<file path="config.mk">
export PLATFORM = sky130hd
export DESIGN_NAME = sigmoid_share_ctrl
export DESIGN_NICKNAME = d
export VERILOG_FILES = /design/src/rtl/sigmoid_pkg.sv /design/src/rtl/rr_arbiter.sv /design/src/rtl/sigmoid_share_ctrl.sv
export SDC_FILE = /design/constraint.sdc
export NUM_CORES = 1
export LEC_CHECK = 0
export ABC_CLOCK_PERIOD_IN_PS = 3650
export CAP_MARGIN = 20
export CORE_UTILIZATION = 37
export DETAILED_ROUTE_END_ITERATION = 12
export GPL_TIMING_DRIVEN = 0
export PLACE_DENSITY_LB_ADDON = 0.3
export SETUP_SLACK_MARGIN = 0.4
export SLEW_MARGIN = 25
export SYNTH_ARGS = -nofsm -noshare
export SYNTH_HDL_FRONTEND = slang
export SYNTH_SLANG_ARGS = --single-unit
</file>
<file path="constraint.sdc">
create_clock -name clk -period 3.65 [get_ports clk]
set_clock_uncertainty 0.2 [all_clocks]
set_input_delay 0.73 -clock clk [delete_from_list [all_inputs] [get_ports clk]]
set_output_delay 0.73 -clock clk [all_outputs]
set_load 0.01 [all_outputs]
</file>
<file path="src/rtl/sigmoid_pkg.sv">
`default_nettype none
// +----------------------------------------------------------------------------+
// | Module   : sigmoid_pkg                                                     |
// | Purpose  : Shared FP widths, rounding/exception encodings and FSM states   |
// |            for the shared sigmoid controller.                              |
// | Revision : 1.0                                                             |
// +----------------------------------------------------------------------------+
package sigmoid_pkg;

  localparam int EXP_WIDTH  = 8;
  localparam int MANT_WIDTH = 24;
  localparam int DW         = EXP_WIDTH + MANT_WIDTH;

  localparam int EXC_W         = 5;
  localparam int EXC_INVALID   = 0;
  localparam int EXC_DIVZERO   = 1;
  localparam int EXC_OVERFLOW  = 2;
  localparam int EXC_UNDERFLOW = 3;
  localparam int EXC_INEXACT   = 4;

  typedef enum logic [2:0] {
    RNE = 3'b000,
    RTZ = 3'b001,
    RDN = 3'b010,
    RUP = 3'b011,
    RMM = 3'b100
  } round_mode_t;

  typedef enum logic [1:0] {
    IDLE  = 2'd0,
    ISSUE = 2'd1,
    RESP  = 2'd2
  } ctrl_state_t;

  // Modulo-n increment used for round-robin pointer advance.
  function automatic int wrap_inc(input int idx, input int n);
    return (idx + 1 >= n) ? 0 : idx + 1;
  endfunction

endpackage

`default_nettype wire

</file>
<file path="src/rtl/rr_arbiter.sv">
`default_nettype none
// +----------------------------------------------------------------------------+
// | Module   : rr_arbiter                                                      |
// | Purpose  : Combinational round-robin arbiter; scans from ptr upward.       |
// | Revision : 1.0                                                             |
// +----------------------------------------------------------------------------+
module rr_arbiter #(
  parameter  int N  = 4,
  localparam int IW = $clog2(N)
) (
  input  logic [N-1:0]  req,
  input  logic [IW-1:0] ptr,
  output logic [N-1:0]  gnt,
  output logic [IW-1:0] gnt_idx
);

  logic [IW:0] w_pos;
  logic        w_found;

  always_comb begin
    gnt     = '0;
    gnt_idx = '0;
    w_found = 1'b0;
    w_pos   = '0;
    for (int k = 0; k < N; k++) begin
      w_pos = {1'b0, ptr} + (IW+1)'(k);
      if (w_pos >= (IW+1)'(N)) begin
        w_pos = w_pos - (IW+1)'(N);
      end
      if (!w_found && req[w_pos[IW-1:0]]) begin
        gnt[w_pos[IW-1:0]] = 1'b1;
        gnt_idx            = w_pos[IW-1:0];
        w_found            = 1'b1;
      end
    end
  end

endmodule

`default_nettype wire

</file>
<file path="src/rtl/sigmoid_share_ctrl.sv">
`default_nettype none
// +----------------------------------------------------------------------------+
// | Module   : sigmoid_share_ctrl                                              |
// | Purpose  : Time-shares one non-pipelined sigmoid unit among N_REQ          |
// |            requesters with round-robin arbitration and tagged responses.   |
// | Revision : 1.0                                                             |
// +----------------------------------------------------------------------------+
module sigmoid_share_ctrl #(
  parameter  int N_REQ       = 4,
  parameter  int EXP_WIDTH   = sigmoid_pkg::EXP_WIDTH,
  parameter  int MANT_WIDTH  = sigmoid_pkg::MANT_WIDTH,
  parameter  int SIG_LATENCY = 32,
  localparam int DW          = EXP_WIDTH + MANT_WIDTH,
  localparam int IDW         = $clog2(N_REQ)
) (
  input  logic                          clk,
  input  logic                          rst,
  input  logic [N_REQ-1:0]              req_valid,
  output logic [N_REQ-1:0]              req_ready,
  input  logic [N_REQ*DW-1:0]           req_x,
  input  logic [2:0]                    round_mode,
  output logic                          resp_valid,
  input  logic                          resp_ready,
  output logic [IDW-1:0]                resp_id,
  output logic [DW-1:0]                 resp_y,
  output logic [sigmoid_pkg::EXC_W-1:0] resp_exc,
  output logic [DW-1:0]                 sig_x,
  output logic [2:0]                    sig_round_mode,
  input  logic [DW-1:0]                 sig_y,
  input  logic [sigmoid_pkg::EXC_W-1:0] sig_exc,
  output logic                          busy
);

  import sigmoid_pkg::*;

  localparam int             CW         = (SIG_LATENCY > 1) ? $clog2(SIG_LATENCY) : 1;
  localparam logic [CW-1:0]  C_CNT_LOAD = CW'(SIG_LATENCY - 1);

  ctrl_state_t       r_state;
  logic [IDW-1:0]    r_rr_ptr;
  logic [IDW-1:0]    r_id_q;
  logic [CW-1:0]     r_counter;
  logic [DW-1:0]     r_sig_x;
  round_mode_t       r_sig_rm;
  logic              r_resp_valid;
  logic [IDW-1:0]    r_resp_id;
  logic [DW-1:0]     r_resp_y;
  logic [EXC_W-1:0]  r_resp_exc;

  logic [DW-1:0]     w_x [N_REQ];
  logic [N_REQ-1:0]  w_gnt;
  logic [IDW-1:0]    w_gnt_idx;
  logic              w_accept;

  for (genvar i = 0; i < N_REQ; i++) begin : g_unpack
    assign w_x[i] = req_x[i*DW +: DW];
  end

  rr_arbiter #(
    .N (N_REQ)
  ) u_arb (
    .req     (req_valid),
    .ptr     (r_rr_ptr),
    .gnt     (w_gnt),
    .gnt_idx (w_gnt_idx)
  );

  // Grants are only offered while idle, so at most one job is ever in flight.
  assign req_ready = (r_state == IDLE) ? w_gnt : '0;
  assign w_accept  = |(req_valid & req_ready);

  always_ff @(posedge clk) begin
    if (rst) begin
      r_state      <= IDLE;
      r_rr_ptr     <= '0;
      r_id_q       <= '0;
      r_counter    <= '0;
      r_sig_x      <= '0;
      r_sig_rm     <= RNE;
      r_resp_valid <= 1'b0;
      r_resp_id    <= '0;
      r_resp_y     <= '0;
      r_resp_exc   <= '0;
    end else begin
      case (r_state)
        IDLE: begin
          if (w_accept) begin
            r_sig_x   <= w_x[w_gnt_idx];
            r_sig_rm  <= round_mode_t'(round_mode);
            r_id_q    <= w_gnt_idx;
            r_counter <= C_CNT_LOAD;
            r_rr_ptr  <= IDW'(wrap_inc(int'(w_gnt_idx), N_REQ));
            r_state   <= ISSUE;
          end
        end
        ISSUE: begin
          // sig_x has been held SIG_LATENCY cycles when the counter reaches zero.
          if (r_counter == '0) begin
            r_resp_y     <= sig_y;
            r_resp_exc   <= sig_exc;
            r_resp_id    <= r_id_q;
            r_resp_valid <= 1'b1;
            r_state      <= RESP;
          end else begin
            r_counter <= r_counter - 1'b1;
          end
        end
        RESP: begin
          if (resp_ready) begin
            r_resp_valid <= 1'b0;
            r_state      <= IDLE;
          end
        end
        default: begin
          r_state <= IDLE;
        end
      endcase
    end
  end

  assign busy           = (r_state != IDLE);
  assign sig_x          = r_sig_x;
  assign sig_round_mode = r_sig_rm;
  assign resp_valid     = r_resp_valid;
  assign resp_id        = r_resp_id;
  assign resp_y         = r_resp_y;
  assign resp_exc       = r_resp_exc;

endmodule

`default_nettype wire

</file>
==> results.yml <==
route:
  firstDrtPassIters: 4
  via_per_inst: 5.402
  drtIter0Drc: 250
  ant_nets: 0
  wire_per_inst_um: 18.71
  drt_wl_total_mm: 19.42
  drc: 0
  num_vias: 5607
yosys:
  async_flop_share_pct: 0
  synth.most_common_cell: "nand2_1"
  yosys.area.top_type: "dfxtp_1"
  ys.flop_type: "dfxtp_1"
  synth_cell_type_count: 47
  yosys-top-cells-area: "dfxtp_1 (33%), mux2i_1 (14%), mux2_2 (7.9%)"
  yosysWarnings: 0
  synthTopCellsByCount: "nand2_1 (93), dfxtp_1 (86), mux2i_1 (71)"
  synth_edf_count: 0
  synth_area_per_cell_um2: 9.323
  seq_area_frac_synth_pct: 33.45
  yosysTopAreaCellShare_pct: 33.45
  synth_seq_cells: 86
  syn_nets: 737
  synthCells: 552
  netlist_area_um2: 5146
clocking:
  path_clk_slew_ns: 0.06
  root_buffer: "clkbuf_16"
  clk_latency_ns: 0.34
  clock_path_buffers: 2
  cts_tree: "done"
  cts_buffers: 9
  h-tree-depth: 3
  cts_num_sinks: 86
outcome:
  violations: "setup timing"
  outcome: "finished with violations"
layout:
  fill_cells: 1036
  fin_util_pct: 68.43
  stdcell_area_um2: 9170
  diodes: 0
  syn_to_final_growth_pct: 78.19
  finalNetCount: 1043
  fin_cells: 1038
  drive_above_1_share_pct: 21.69
global_routing:
  grt_max_degree: 16
  antenna_found_initial: 0
  gr-total-overflow: 0
  grt_pass1_wl_mm: 29.03
  grt_pass1_vias: 5718
  grt_usage_pct: 25.75
floorplan:
  die_y_um: 119.9
  initial_core_util_pct: 38.40
  die_area_um2: 14380
  die_w_um: 119.9
  ioPinCount: 255
  fp-row-count: 42
  fp.coreArea_um2: 13400
placement:
  dp.cells: 982
  pre_cts_ws_ns: -0.8597
  hpwlAfterDp_mm: 14.19
  routabilityCongestion: 0.8787
  numPortBuffers: 254
  placed_area_um2: 8011
critical_path:
  r2r_start: "r_rr_ptr[1]$_SDFFE_PP0P_"
  worstPathMaxFanout: 4
  reg2reg_slack_ns: -0.08
  start_kind: "flop"
  endpoint_kind: "primary output"
  r2r_end: "sig_x[14]$_SDFFE_PP0P_"
  rr_worst_depth: 17
  critical_path_arrival_ns: 2.84
  worst-endpoint-required_ns: 2.72
  crit_type: "flop to primary output"
sta:
  setup_viol: 43
  rsz0062_at_grt: "true"
  finalHoldViolCount: 0
  hold_ws_ns: 0.2501
  worst_pin_slew_ns: 1.147
  relSlewSlack_pct: 23.52
  min_period_ns: 3.765
  setup_tns_ns: -2.044
  drv_slew: 0
  period_share_pct: 103.2
  finalWorstSetupSlack_ns: -0.1154
  max_freq_ghz: 0.2656
min_path:
  min_to: "resp_id[1]$_SDFFE_PP0P_"
  holdCritStartpoint: "r_id_q[1]$_SDFFE_PP0P_"
  hp-class: "flop to flop"
  hold_depth: 2
power:
  p_total_mw: 7.937
  irDropWorstVdd_uv: 458.2
  p_leak_nw: 3.556
  power_density_nw_per_um2: 865.5
run:
  max-cap-violations: 0
-- kinds of logic after synthesis --
| kind of cell | synth area share [%] |
|---|---|
| adder cells (fa/ha/maj) | 2.431 |
| XOR/XNOR | 0.6809 |
| multiplexers | 23.00 |
| flip-flops | 33.45 |
| AO/OA/AOI/OAI | 23.80 |
| AND/OR/NAND/NOR | 10.92 |
| buffers and inverters | 5.713 |
-- power breakdown --
| group | total, mW | internal, mW | switching [mW] |
|---|---|---|---|
| sequential | 1.40 | 1.22 | 0.180 |
| clock | 0.879 | 0.484 | 0.395 |
| combinational | 5.66 | 2.99 | 2.67 |
-- final cells by class --
class / count / area, um^2 / share of cell area [%]
Clock inverter: 5 / 43.79 / 0.4776
Tap cell: 176 / 220.2 / 2.401
Inverter: 13 / 56.30 / 0.6140
Buffer: 53 / 369.1 / 4.025
Timing Repair Buffer: 295 / 3019 / 32.92
Clock buffer: 10 / 239.0 / 2.606
Sequential cell: 86 / 1729 / 18.86
Multi-Input combinational cell: 400 / 3493 / 38.10
-- critical path, cell delays in order, from the launching register on --
cell,delay [ns]
dfxtp_4,0.35
buf_6,0.10
clkinvlp_4,0.11
ha_4,0.29
buf_6,0.09
mux4_2,0.56
buf_4,0.17
or3b_4,0.41
nand2_1,0.07
o21ai_1,0.08
a21oi_2,0.13
buf_2,0.14
-- how the worst max path moves through the flow --
stage / from / to / slack [ns] / cells past startpoint
floorplan: flop / req_ready[3] / 0.26 / 9
global placement: req_valid[1] / sig_x[30]$_SDFFE_PP0P_ / -0.79 / 9
detailed placement: req_valid[1] / sig_x[30]$_SDFFE_PP0P_ / -0.86 / 9
CTS: flop / req_ready[3] / -0.08 / 11
global route: r_rr_ptr[1]$_SDFFE_PP0P_ / req_ready[0] / -0.20 / 11
finish: r_rr_ptr[1]$_SDFFE_PP0P_ / req_ready[0] / -0.12 / 11
-- routing by layer --
| metal | vias up | track usage, % | routed length (um) |
|---|---|---|---|
| li1 | 2655 | - | - |
| met1 | 2715 | 28.80 | 7590 |
| met2 | 192 | 47.27 | 10270 |
| met3 | 45 | 4.278 | 940 |
| met4 | 0 | 11.64 | 616 |
| met5 | - | 0 | 0 |
-- flip-flops by register name, indices dropped and copies added (netlist names), named ones only --
signal          count
resp_valid          1
resp_id             2
r_counter           5
r_rr_ptr            1
sig_round_mode      3
r_id_q              2
r_state             2
resp_exc            5
sig_x              32
resp_y             32
-- what timing repair did --
item	CTS	global route
gates resized for setup	79	28
endpoints found under the hold margin	0	0
hold buffers	0	0
pin swaps	31	19
setup endpoints to repair	49	49
setup buffers	29	7
cloned	4	1
-- layout by cell type (no fill, tap or decap), types with 3 or more instances in the layout --
master / count
o31ai_4: 22
clkbuf_2: 3
mux4_2: 3
o2111ai_1: 33
clkbuf_16: 10
a32oi_1: 3
xnor2_1: 3
dlygate4sd2_1: 4
buf_2: 7
or3b_4: 4
dfxtp_1: 84
o31ai_2: 12
buf_16: 4
clkbuf_1: 30
inv_1: 11
buf_4: 25
buf_6: 11
mux2i_1: 71
nor2_1: 7
clkinvlp_4: 4
nor3_1: 4
nand2_1: 93
buf_12: 9
a21oi_1: 48
clkdlybuf4s50_1: 246
mux2_2: 34
a21oi_2: 6
clkbuf_8: 7
ha_1: 9
Note: power is estimated with default switching activity, not from simulation.
